`src/rtl/pixel_fifo_pkg.sv`:
```
// Shared defaults and width helpers for the pixel FIFO.
// Both the FIFO control logic and its storage take their sizes from here.
package pixel_fifo_pkg;

   localparam int DEF_DATA_W    = 24;
   localparam int DEF_DEPTH     = 16;
   localparam int DEF_AF_MARGIN = 2;
   localparam int DEF_AF_THRESH = DEF_DEPTH - DEF_AF_MARGIN;
   localparam int DEF_AE_THRESH = 2;

   // Occupancy needs one extra bit so that a completely full FIFO (count == depth) is representable.
   function automatic int cnt_w(input int depth);
      return $clog2(depth) + 1;
   endfunction

   function automatic int addr_w(input int depth);
      return $clog2(depth);
   endfunction

endpackage

```
`src/rtl/pixel_fifo_ram.sv`:
```
// Simple dual-port storage for the pixel FIFO.
// It has one synchronous write port and an asynchronous read port, so it maps to distributed RAM.
module pixel_fifo_ram
   import pixel_fifo_pkg::*;
#(
   parameter int DATA_W = DEF_DATA_W,
   parameter int DEPTH  = DEF_DEPTH
)(
   input  logic                        clk,
   input  logic                        i_wr_en,
   input  logic [addr_w(DEPTH)-1:0]    i_wr_addr,
   input  logic [DATA_W-1:0]           i_wr_data,
   input  logic [addr_w(DEPTH)-1:0]    i_rd_addr,
   output logic [DATA_W-1:0]           o_rd_data
);

   logic [DATA_W-1:0] r_mem [DEPTH];

   // Contents are intentionally never cleared; the pointers alone define what is valid.
   always_ff @(posedge clk) begin
      if (i_wr_en) begin
         r_mem[i_wr_addr] <= i_wr_data;
      end
   end

   assign o_rd_data = r_mem[i_rd_addr];

endmodule

```
`src/rtl/pixel_fifo.sv`:
```
// Synchronous pixel FIFO with registered status flags, sticky error flags and optional FWFT output.
// Pointers, occupancy and the output register live here; the words themselves are held in pixel_fifo_ram.
module pixel_fifo
   import pixel_fifo_pkg::*;
#(
   parameter int DATA_W    = DEF_DATA_W,
   parameter int DEPTH     = DEF_DEPTH,
   parameter int AF_THRESH = DEPTH - DEF_AF_MARGIN,
   parameter int AE_THRESH = DEF_AE_THRESH,
   parameter int FWFT      = 0
)(
   input  logic                       clk,
   input  logic                       rst,
   input  logic [DATA_W-1:0]          din,
   input  logic                       wr_en,
   input  logic                       rd_en,
   output logic [DATA_W-1:0]          dout,
   output logic                       valid,
   output logic                       full,
   output logic                       empty,
   output logic                       almost_full,
   output logic                       almost_empty,
   output logic [cnt_w(DEPTH)-1:0]    count,
   output logic                       overflow,
   output logic                       underflow
);

   localparam int ADDR_W = addr_w(DEPTH);
   localparam int CNT_W  = cnt_w(DEPTH);
   localparam logic [CNT_W-1:0] C_FULL = CNT_W'(DEPTH);
   localparam logic [CNT_W-1:0] C_AF   = CNT_W'(AF_THRESH);
   localparam logic [CNT_W-1:0] C_AE   = CNT_W'(AE_THRESH);

   logic [ADDR_W-1:0] r_wr_ptr;
   logic [ADDR_W-1:0] r_rd_ptr;
   logic [CNT_W-1:0]  r_count;
   logic              r_full;
   logic              r_empty;
   logic              r_af;
   logic              r_ae;
   logic [DATA_W-1:0] r_dout;
   logic              r_valid;
   logic              r_ovf;
   logic              r_unf;

   logic              w_wr_acc;
   logic              w_rd_acc;
   logic [CNT_W-1:0]  w_count_next;
   logic [DATA_W-1:0] w_rd_data;

   assign w_wr_acc = wr_en && !r_full;
   assign w_rd_acc = rd_en && !r_empty;

   always_comb begin
      w_count_next = r_count;
      case ({w_wr_acc, w_rd_acc})
         2'b10:   w_count_next = r_count + CNT_W'(1);
         2'b01:   w_count_next = r_count - CNT_W'(1);
         default: w_count_next = r_count;
      endcase
   end

   pixel_fifo_ram #(
      .DATA_W (DATA_W),
      .DEPTH  (DEPTH)
   ) u_ram (
      .clk       (clk),
      .i_wr_en   (w_wr_acc),
      .i_wr_addr (r_wr_ptr),
      .i_wr_data (din),
      .i_rd_addr (r_rd_ptr),
      .o_rd_data (w_rd_data)
   );

   // Flags are derived from the next count, so they line up with count in the cycle it changes.
   always_ff @(posedge clk) begin
      if (rst) begin
         r_wr_ptr <= '0;
         r_rd_ptr <= '0;
         r_count  <= '0;
         r_full   <= 1'b0;
         r_empty  <= 1'b1;
         r_af     <= 1'b0;
         r_ae     <= 1'b1;
         r_dout   <= '0;
         r_valid  <= 1'b0;
         r_ovf    <= 1'b0;
         r_unf    <= 1'b0;
      end else begin
         if (w_wr_acc) begin
            r_wr_ptr <= r_wr_ptr + ADDR_W'(1);
         end
         if (w_rd_acc) begin
            r_rd_ptr <= r_rd_ptr + ADDR_W'(1);
            r_dout   <= w_rd_data;
         end
         r_valid <= w_rd_acc;
         r_count <= w_count_next;
         r_full  <= (w_count_next == C_FULL);
         r_empty <= (w_count_next == '0);
         r_af    <= (w_count_next >= C_AF);
         r_ae    <= (w_count_next <= C_AE);
         if (wr_en && r_full) begin
            r_ovf <= 1'b1;
         end
         if (rd_en && r_empty) begin
            r_unf <= 1'b1;
         end
      end
   end

   // In FWFT mode the head word is visible straight from storage; it is zeroed while nothing is held.
   assign dout         = (FWFT != 0) ? (r_empty ? '0 : w_rd_data) : r_dout;
   assign valid        = (FWFT != 0) ? !r_empty : r_valid;
   assign full         = r_full;
   assign empty        = r_empty;
   assign almost_full  = r_af;
   assign almost_empty = r_ae;
   assign count        = r_count;
   assign overflow     = r_ovf;
   assign underflow    = r_unf;

endmodule

```
`config.mk`:
```
export PLATFORM = sky130hd
export DESIGN_NAME = pixel_fifo
export DESIGN_NICKNAME = d
export VERILOG_FILES = /design/src/rtl/pixel_fifo_pkg.sv /design/src/rtl/pixel_fifo_ram.sv /design/src/rtl/pixel_fifo.sv
export SDC_FILE = /design/constraint.sdc
export NUM_CORES = 1
export LEC_CHECK = 0
export CAP_MARGIN = 20
export CORE_MARGIN = 1.5
export CORE_UTILIZATION = 54
export CTS_CLUSTER_DIAMETER = 60
export CTS_CLUSTER_SIZE = 28
export DETAILED_ROUTE_END_ITERATION = 16
export GPL_ROUTABILITY_DRIVEN = 0
export GPL_TIMING_DRIVEN = 0
export PLACE_DENSITY = 0.78
export SLEW_MARGIN = 20
export SYNTH_ARGS = -nofsm -noshare
export SYNTH_HDL_FRONTEND = slang
export SYNTH_SLANG_ARGS = --single-unit
```
`constraint.sdc`:
```
create_clock -name clk -period 3.2 [get_ports clk]
set_input_delay 0.64 -clock clk [delete_from_list [all_inputs] [get_ports clk]]
set_output_delay 0.64 -clock clk [all_outputs]
set_load 0.01 [all_outputs]
```
==> results of run 1 <==
power by group:
| part | internal, W | switching, W |
|---|---|---|
| Sequential | 0.00624 | 0.0000888 |
| Clock | 0.00156 | 0.00195 |
| Combinational | 0.000800 | 0.000822 |
| Total | 0.00861 | 0.00286 |
routing by layer:
layer,up-vias,global-route usage,part of all wire
met5,-,0,0
met4,0,0.0584,0.023
met3,57,0.0297,0.067
met2,327,0.372,0.51
met1,4102,0.309,0.40
li1,3384,-,-
placed cells by master (no fill, tap or decap), types with 2 or more instances in the layout:
cell type,synthesis,layout
a21o_2,2,2
a21oi_1,5,5
buf_1,2,2
buf_16,0,12
buf_2,16,16
buf_6,3,3
buf_8,0,8
clkbuf_1,23,21
clkbuf_16,0,25
clkdlybuf4s50_1,0,63
clkinv_1,0,2
clkinv_8,0,9
dfxtp_1,44,44
edfxtp_1,384,384
ha_1,8,8
inv_1,4,4
inv_6,0,4
mux2i_1,50,50
mux4_2,96,96
nand2_1,35,35
nand2b_1,4,4
nand4_1,2,2
nor2_1,33,21
nor2_4,0,12
nor2b_1,2,2
nor3_4,0,4
o221ai_1,24,24
xnor2_1,4,4
xor2_1,8,8
critical path: cells and delay by family:
kind	cells	cell delay (ns)
and+or+nand+nor	3	0.71
xor gates and xnor gates	2	0.43
buffers and inverters	3	0.78
AOI/OAI and AO/OA	2	0.43
adders and majority gates	2	0.50
worst max-delay path by stage:
stage / from / endpoint / slack (ns) / depth (start not counted)
detailed placement: wr_en / almost_empty / -0.62 / 13
finish: wr_en / almost_empty / 0.22 / 12
global placement: wr_en / u_ram.r_mem[13][8] / -1.16 / 5
global route: wr_en / almost_empty / 0.04 / 12
CTS: wr_en / almost_empty / 0.13 / 13
floorplan: wr_en / empty / 0.27 / 12
registers in the layout, indices dropped and copies added, names as in the netlist:
name,count
r_rd_ptr,4
almost_empty,1
u_ram.r_mem,384
almost_full,1
overflow,1
empty,1
count,5
underflow,1
dout,24
r_wr_ptr,4
full,1
valid,1
area by class of cell:
| class | count | area (µm²) | share of cell area |
|---|---|---|---|
| clock buffer | 25 | 626 | 0.0333 |
| inverter | 4 | 15.0 | 0.000799 |
| timing repair buffer | 84 | 1090 | 0.0579 |
| buffer | 43 | 208 | 0.0110 |
| clock inverter | 20 | 246 | 0.0131 |
| sequential | 428 | 12400 | 0.660 |
| multi-input combinational | 294 | 3710 | 0.198 |
| tap | 390 | 488 | 0.0260 |
stage by stage:
step / TNS, ns / cells
after detailed placement: -2.89 / 1243
after global routing: 0 / 1288
final: 0 / 1288
after CTS: 0 / 1288
after floorplan: 0 / 770
after global placement: -409.50 / 1223
kinds of logic after synthesis:
family / Yosys count / share of synthesized area
flops: 428 / 0.765
mux: 146 / 0.164
simple gates: 89 / 0.0242
buf+inv: 48 / 0.0137
compound gates: 39 / 0.0197
xor+xnor: 12 / 0.00648
fa+ha+maj: 8 / 0.00617
repair_timing:
item | in CTS | in global routing
pin swaps | 0 | 1
setup buffers | 0 | 1
gates resized for setup | 1 | 2
cloned | 0 | 0
endpoints found under the setup margin | 3 | 3
==> impl_metrics.csv, run 1 <==
group,metric,value,unit
placed_design,dp_slack,-0.618,ns
clocking,clock_latency,0.55,ns
final_layout,syn2layout_area_growth,15.9,%
routing,ant_nets,0,
synthesis,syn_inst,770,
routing,routed_wl,33.6,mm
worst_setup_path,rr_worst_depth,10,
synthesis,synth_edf_count,384,
routing,via_per_inst,6.11,
synthesis,yosysMostFrequentCell,"edfxtp_1",
global_route,grt_pass1_wl,49.8,mm
timing,fin_crit_sh,0.932,
routing,dr_total_vias,7870,
clocking,clockBufferDepth,3,
clocking,cts_hold_buf,0,
global_route,grt_start_max_net_pins,29,
timing,rsz0062_at_grt,"no",
routing,drt_first_pass_iters,4,
global_route,grt_usage,0.221,
routing,drtIter0Drc,871,
synthesis,ys_top_cells_by_area,"edfxtp_1 71%, mux4_2 13%, dfxtp_1 5.4%",
synthesis,yosys_register_bits,428,
status,status,"finished clean",
placed_design,dpl.hpwl,21.1,mm
clocking,cts_sinks,428,
final_layout,num-fill-cells,1936,
die,coreArea,29600,µm²
pwr,max-vdd-ir-drop,0.000412,V
pwr,report.power.total,0.0115,W
timing,maxSlewHeadroom,0.258,
flow_run,max_cap_violations,0,
worst_setup_path,cp.arrival,3.47,ns
min_path,min_to,"underflow",
die,die_h,176,µm
die,start_util,0.549,
pwr,power_per_cell_area,610,nW/µm²
timing,fin_crit,2.98,ns
synthesis,ys.flop_type,"edfxtp_1",
final_layout,utilization,0.636,
die,die_area,31100,µm²
clocking,h-tree-depth,1,
synthesis,synthArstFlopShare,0,
worst_setup_path,reg2reg_from,"empty",
worst_setup_path,reg2reg_slack,0.43,ns
timing,worst_slack,0.219,ns
final_layout,final_area,18800,µm²
synthesis,synth_area_leader_cell,"edfxtp_1",
global_route,grt_pass1_vias,8007,
worst_setup_path,startpoint_type,"input pin",
synthesis,synth_common_cells,"384 x edfxtp_1, 96 x mux4_2, 50 x mux2i_1",
min_path,hold_path_class,"reg -> reg",
placed_design,place_area,17900,µm²
clocking,cts_root_buffer,"clkbuf_16",
worst_setup_path,crit_type,"in -> reg",
worst_setup_path,path_cells,"clkdlybuf4s50_1 > nor2b_1 > clkbuf_4 > inv_1 > ha_1 > xor2_1 > ha_1 > or3b_1 > a32oi_1 > xor2_1 > and2_1 > a41o_1",
routing,avgRoutedWirePerCell,26.1,µm
die,rows,63,
timing,worstMarginPinSlew,1.11,ns
worst_setup_path,cp_slowest_cell,"clkdlybuf4s50_1",
pwr,p_leak,5.75,nW
clocking,numCtsBuffers,25,
synthesis,avgSynthCellArea,21.1,µm²
synthesis,synth_top_area_frac,0.711,
final_layout,drive_above_1_share,0.223,
timing,max_freq,0.335,GHz
final_layout,n_antenna_cell,0,
timing,maxSlewViolCount,0,
timing,hold_violations,0,
timing,skew,0.0190,ns
timing,setup_viol,0,
synthesis,synth_warnings,0,
global_route,grt_overflow_total,0,
die,die_x,176,µm
synthesis,synth_cell_types,38,
worst_setup_path,crit_required,3.69,ns
synthesis,synth_area,16200,µm²
min_path,min-delay-start,"underflow",
clocking,clk_pin_slew,0.10,ns
worst_setup_path,cpPeakStageDelay,0.48,ns
min_path,whs_path_depth,2,
clocking,cts_tree,"built",
synthesis,synthesis.nets,806,
worst_setup_path,cp_max_fo,9,
global_route,antenna_found_initial,0,
routing,post-route-drc-count,0,
timing,hold_slack,0.482,ns
placed_design,io_buffers,63,
synthesis,synth-seq-area-share,0.765,
worst_setup_path,crit_path_end_kind,"register",
die,ios,64,
final_layout,final_nets,916,
worst_setup_path,worst_r2r_endpoint,"almost_empty",
Power figures use the tool's default switching activity.
==> inputs of run 2 (changes only) <==
--- a/config.mk
+++ b/config.mk
@@ -7,13 +7,13 @@
 export LEC_CHECK = 0
 export CAP_MARGIN = 20
 export CORE_MARGIN = 1.5
-export CORE_UTILIZATION = 54
+export CORE_UTILIZATION = 60
 export CTS_CLUSTER_DIAMETER = 60
 export CTS_CLUSTER_SIZE = 28
 export DETAILED_ROUTE_END_ITERATION = 16
 export GPL_ROUTABILITY_DRIVEN = 0
 export GPL_TIMING_DRIVEN = 0
-export PLACE_DENSITY = 0.78
+export PLACE_DENSITY = 0.82
 export SLEW_MARGIN = 20
 export SYNTH_ARGS = -nofsm -noshare
 export SYNTH_HDL_FRONTEND = slang
==> constraint.sdc (replaced) <==
create_clock -name clk -period 3.6 [get_ports clk]
set_input_delay 0.72 -clock clk [delete_from_list [all_inputs] [get_ports clk]]
set_output_delay 0.72 -clock clk [all_outputs]
set_load 0.01 [all_outputs]
==> impl_metrics.csv, run 2 (same netlist as run 1, synthesis figures left out) <==
group,metric,value,unit
status,status,"finished clean",
pwr,power_per_cell_area,543,nW/µm²
clocking,cts_root_buffer,"clkbuf_16",
clocking,cts_resized,0,
routing,post-route-drc-count,0,
pwr,power_switching,0.00250,W
worst_setup_path,crit_required,4.04,ns
min_path,hold_path_class,"reg -> reg",
routing,avgRoutedWirePerCell,28.0,µm
routing,dr_total_vias,8050,
routing,ant_nets,0,
timing,worstMarginPinSlew,1.10,ns
global_route,grt_pass1_vias,8679,
die,start_util,0.617,
routing,drtIter0Drc,1090,
min_path,min_to,"underflow",
worst_setup_path,crit_path_end_kind,"register",
clocking,cts_setup_buffers,0,
clocking,clock_latency,0.56,ns
timing,skew,0.0261,ns
worst_setup_path,cp_max_fo,9,
worst_setup_path,crit_type,"in -> reg",
timing,rsz0062_at_grt,"no",
final_layout,drive_above_1_share,0.224,
worst_setup_path,rr_worst_depth,12,
min_path,min-delay-start,"underflow",
clocking,clockBufferDepth,3,
final_layout,final_cells,1235,
pwr,internal_power,0.00762,W
timing,maxSlewViolCount,0,
die,die_area,28000,µm²
pwr,p_comb_frac,0.143,
placed_design,dpl.hpwl,21.1,mm
clocking,clk_pin_slew,0.10,ns
timing,fin_crit,3.33,ns
global_route,grt_start_max_net_pins,29,
die,die_x,167,µm
clocking,cts_sinks,428,
final_layout,syn2layout_area_growth,15.0,%
die,rows,59,
worst_setup_path,startpoint_type,"input pin",
placed_design,io_buffers,63,
die,die_h,167,µm
final_layout,utilization,0.709,
clocking,h-tree-depth,1,
worst_setup_path,reg2reg_from,"full",
placed_design,dp.cells,1192,
final_layout,n_antenna_cell,0,
global_route,grt_pass1_wl,52.6,mm
timing,max_freq,0.301,GHz
timing,maxSlewHeadroom,0.269,
timing,fin_crit_sh,0.924,
routing,drt_first_pass_iters,5,
worst_setup_path,worst_r2r_endpoint,"empty",
global_route,grt_overflow_total,0,
die,coreArea,26300,µm²
worst_setup_path,cp.arrival,3.77,ns
clocking,numCtsBuffers,24,
final_layout,mostFrequentLayoutCells,"384 x edfxtp_1, 96 x mux4_2, 63 x clkdlybuf4s50_1",
flow_run,max_cap_violations,0,
pwr,power_frac_clock,0.302,
global_route,grt_usage,0.257,
routing,routed_wl,34.6,mm
final_layout,layout_commonest_cell,"edfxtp_1",
min_path,whs_path_depth,2,
clocking,cts_tree,"built",
final_layout,top_register,"u_ram.r_mem",
pwr,sw_frac_of_total,0.247,
final_layout,final_nets,919,
die,ios,64,
clocking,cts_hold_buf,0,
global_route,antenna_found_initial,0,
pwr,seqPwrFrac,0.555,
worst_setup_path,reg2reg_slack,0.62,ns
final_layout,largest_reg_flops,384,
pwr,max-vdd-ir-drop,0.000418,V
timing,setup_viol,0,
timing,hold_violations,0,
pwr,p_leak,5.75,nW
routing,via_per_inst,6.52,
## run 2: cell types whose count changed in the layout (fill, tap and decap cells not counted), sizes merged
cell | before | now
inv | 10 | 11
clkinvlp | 1 | 4
clkinv | 13 | 7
buf | 42 | 45
clkbuf | 47 | 48
## run 2: final cells by class
class / count / area, µm²
buffer: 44 / 208
sequential: 428 / 12400
clock inverter: 18 / 205
multi-input combinational: 294 / 3690
clock buffer: 25 / 626
timing repair buffer: 87 / 1070
inverter: 4 / 15.0
tap: 335 / 419
fill: 1479 / 7640
## run 2: worst max-delay path, stage by stage
cell and delay [ns]:
clkdlybuf4s50_1 0.47, nor2b_1 0.13, clkbuf_1 0.38, inv_1 0.14, ha_1 0.22, clkbuf_1 0.18
xor2_1 0.19, ha_1 0.20, or3b_1 0.36, a32oi_1 0.25, xor2_1 0.13, and2_1 0.18
a21o_2 0.21
## run 2: worst max path at each step
stage,start,depth (start not counted),to
after floorplan,wr_en,4,u_ram.r_mem[3][0]
after global placement,wr_en,5,u_ram.r_mem[1][6]
after detailed placement,wr_en,13,empty
after CTS,wr_en,13,almost_empty
after global routing,wr_en,13,almost_empty
final,wr_en,13,empty
## run 2: per-layer routing
metal / part of all wire / GRT usage
met4: 0.030 / 0.0979
met3: 0.071 / 0.0338
met2: 0.51 / 0.437
met1: 0.39 / 0.346
met5: 0 / 0
## run 2: per-stage QoR
stage          hold slack (ns)  cell area [µm²]  TNS (ns)  total power (W)  worst slack, ns
2_1_floorplan            0.494            16200         0          0.00664            0.215
3_3_place_gp             0.451            17300   -399.42          0.00709            -1.92
3_5_place_dp             0.452            17800    -0.867          0.00716           -0.251
4_1_cts                  0.480            18600         0           0.0102            0.314
5_1_grt                  0.515            18600         0           0.0105           0.0174
6_report                 0.479            18600         0           0.0101            0.274
## run 2: power by group through the flow
stage	sequential [W]	clock, W	combinational (W)
global route	0.00564	0.00328	0.00155
detailed placement	0.00573	0	0.00143
CTS	0.00562	0.00308	0.00146
floorplan	0.00575	0	0.000891
global placement	0.00573	0	0.00136
finish	0.00562	0.00305	0.00145
==> inputs of run 3 (changes only) <==
--- a/config.mk
+++ b/config.mk
@@ -13,7 +13,9 @@
 export DETAILED_ROUTE_END_ITERATION = 16
 export GPL_ROUTABILITY_DRIVEN = 0
 export GPL_TIMING_DRIVEN = 0
+export HOLD_SLACK_MARGIN = 0.12
 export PLACE_DENSITY = 0.82
+export SETUP_SLACK_MARGIN = 0.02
 export SLEW_MARGIN = 20
 export SYNTH_ARGS = -nofsm -noshare
 export SYNTH_HDL_FRONTEND = slang
==> impl_metrics.csv, run 3 (same netlist as run 1, synthesis figures left out) <==
group,metric,value,unit
status,status,"finished clean",
global_route,grt_usage,0.257,
timing,maxSlewViolCount,0,
routing,drt_first_pass_iters,5,
flow_run,max_cap_violations,0,
clocking,clock_latency,0.55,ns
final_layout,top_register,"u_ram.r_mem",
die,rows,59,
routing,ant_nets,0,
pwr,power_per_cell_area,543,nW/µm²
die,coreArea,26300,µm²
timing,setup_tns,0,ns
routing,dr_total_vias,8087,
final_layout,layout_commonest_cell,"edfxtp_1",
clocking,cts_sinks,428,
final_layout,n_antenna_cell,0,
timing,fin_crit_sh,0.882,
worst_setup_path,crit_type,"in -> reg",
final_layout,final_nets,919,
final_layout,utilization,0.709,
timing,skew,0.0229,ns
worst_setup_path,crit_required,4.04,ns
final_layout,mostFrequentLayoutCells,"384 x edfxtp_1, 96 x mux4_2, 63 x clkdlybuf4s50_1",
routing,via_per_inst,6.55,
final_layout,syn2layout_area_growth,15.0,%
pwr,max-vdd-ir-drop,0.000417,V
min_path,hold_path_class,"reg -> reg",
die,ios,64,
routing,routed_wl,34.6,mm
global_route,grt_pass1_vias,8679,
die,die_x,167,µm
final_layout,largest_reg_flops,384,
routing,avgRoutedWirePerCell,28.0,µm
die,die_area,28000,µm²
worst_setup_path,startpoint_type,"input pin",
routing,post-route-drc-count,0,
pwr,p_leak,5.75,nW
timing,hold_slack,0.479,ns
placed_design,io_buffers,63,
global_route,grt_pass1_wl,52.6,mm
die,die_h,167,µm
timing,setup_viol,0,
timing,hold_violations,0,
global_route,grt_start_max_net_pins,29,
routing,drtIter0Drc,1142,
clocking,clockBufferDepth,3,
worst_setup_path,path_cells,"clkdlybuf4s50_1 > nand2b_1 > inv_1 > ha_1 > clkbuf_1 > xor2_1 > ha_1 > or3b_1 > a32oi_1 > xor2_1 > and2_1 > a21o_2",
timing,maxSlewHeadroom,0.274,
worst_setup_path,crit_path_end_kind,"register",
clocking,cts_tree,"built",
clocking,cts_root_buffer,"clkbuf_16",
clocking,clk_pin_slew,0.10,ns
clocking,numCtsBuffers,24,
timing,max_freq,0.315,GHz
worst_setup_path,cp_max_fo,8,
worst_setup_path,cpPeakStageDelay,0.48,ns
timing,worstMarginPinSlew,1.09,ns
final_layout,drive_above_1_share,0.226,
global_route,grt_overflow_total,0,
clocking,h-tree-depth,1,
placed_design,place_area,17800,µm²
worst_setup_path,cp.arrival,3.62,ns
die,start_util,0.617,
worst_setup_path,cp_slowest_cell,"clkdlybuf4s50_1",
timing,fin_crit,3.17,ns
placed_design,dpl.hpwl,21.1,mm
timing,rsz0062_at_grt,"no",
global_route,antenna_found_initial,0,
final_layout,final_area,18600,µm²
run 3: worst max-delay path, delay by kind of cell:
family                   cells  cell delay [ns]
buffers and inverters        3             1.04
XOR/XNOR                     2             0.31
AND/OR/NAND/NOR              3             0.68
AO/OA/AOI/OAI                2             0.46
adder cells (fa/ha/maj)      2             0.40
run 3: worst paths after layout:
path	from	endpoint	slack (ns)	cells past startpoint
max reg2reg	empty	empty	0.66	11
min reg2reg	underflow	underflow	0.48	2
min	underflow	underflow	0.48	2
max	rd_en	empty	0.43	12
run 3: through the flow:
stage | total power, W | std cells | setup slack, ns
after floorplan | 0.00664 | 770 | 0.215
after global placement | 0.00709 | 1168 | -1.92
after detailed placement | 0.00716 | 1192 | -0.251
after CTS | 0.0102 | 1235 | 0.314
after global routing | 0.0105 | 1235 | 0.193
final | 0.0101 | 1235 | 0.426
run 3: power by group:
part	internal [W]	switching [W]	leakage, nW
combinational	0.000705	0.000739	1.53
clock	0.00137	0.00168	0.392
sequential	0.00555	0.0000739	3.83
run 3: timing repair:
action | 4_1_cts | 5_1_grt
resized for setup | 0 | 2
endpoints found under the setup margin | 0 | 1
buffers inserted | 0 | 0
hold buffers | 0 | 0
run 3: layout make-up:
type	count	area [µm²]
Tap cell	335	419
Fill cell	1482	7640
Buffer	44	209
Multi-Input combinational cell	294	3690
Clock inverter	18	205
Inverter	4	15.0
Timing Repair Buffer	87	1070
Sequential cell	428	12400
Clock buffer	25	626
run 3: routing by layer:
metal	GRT usage	routed length [µm]
met2	0.437	17700
met5	0	0
met1	0.346	13400
met4	0.0979	1100
met3	0.0338	2370
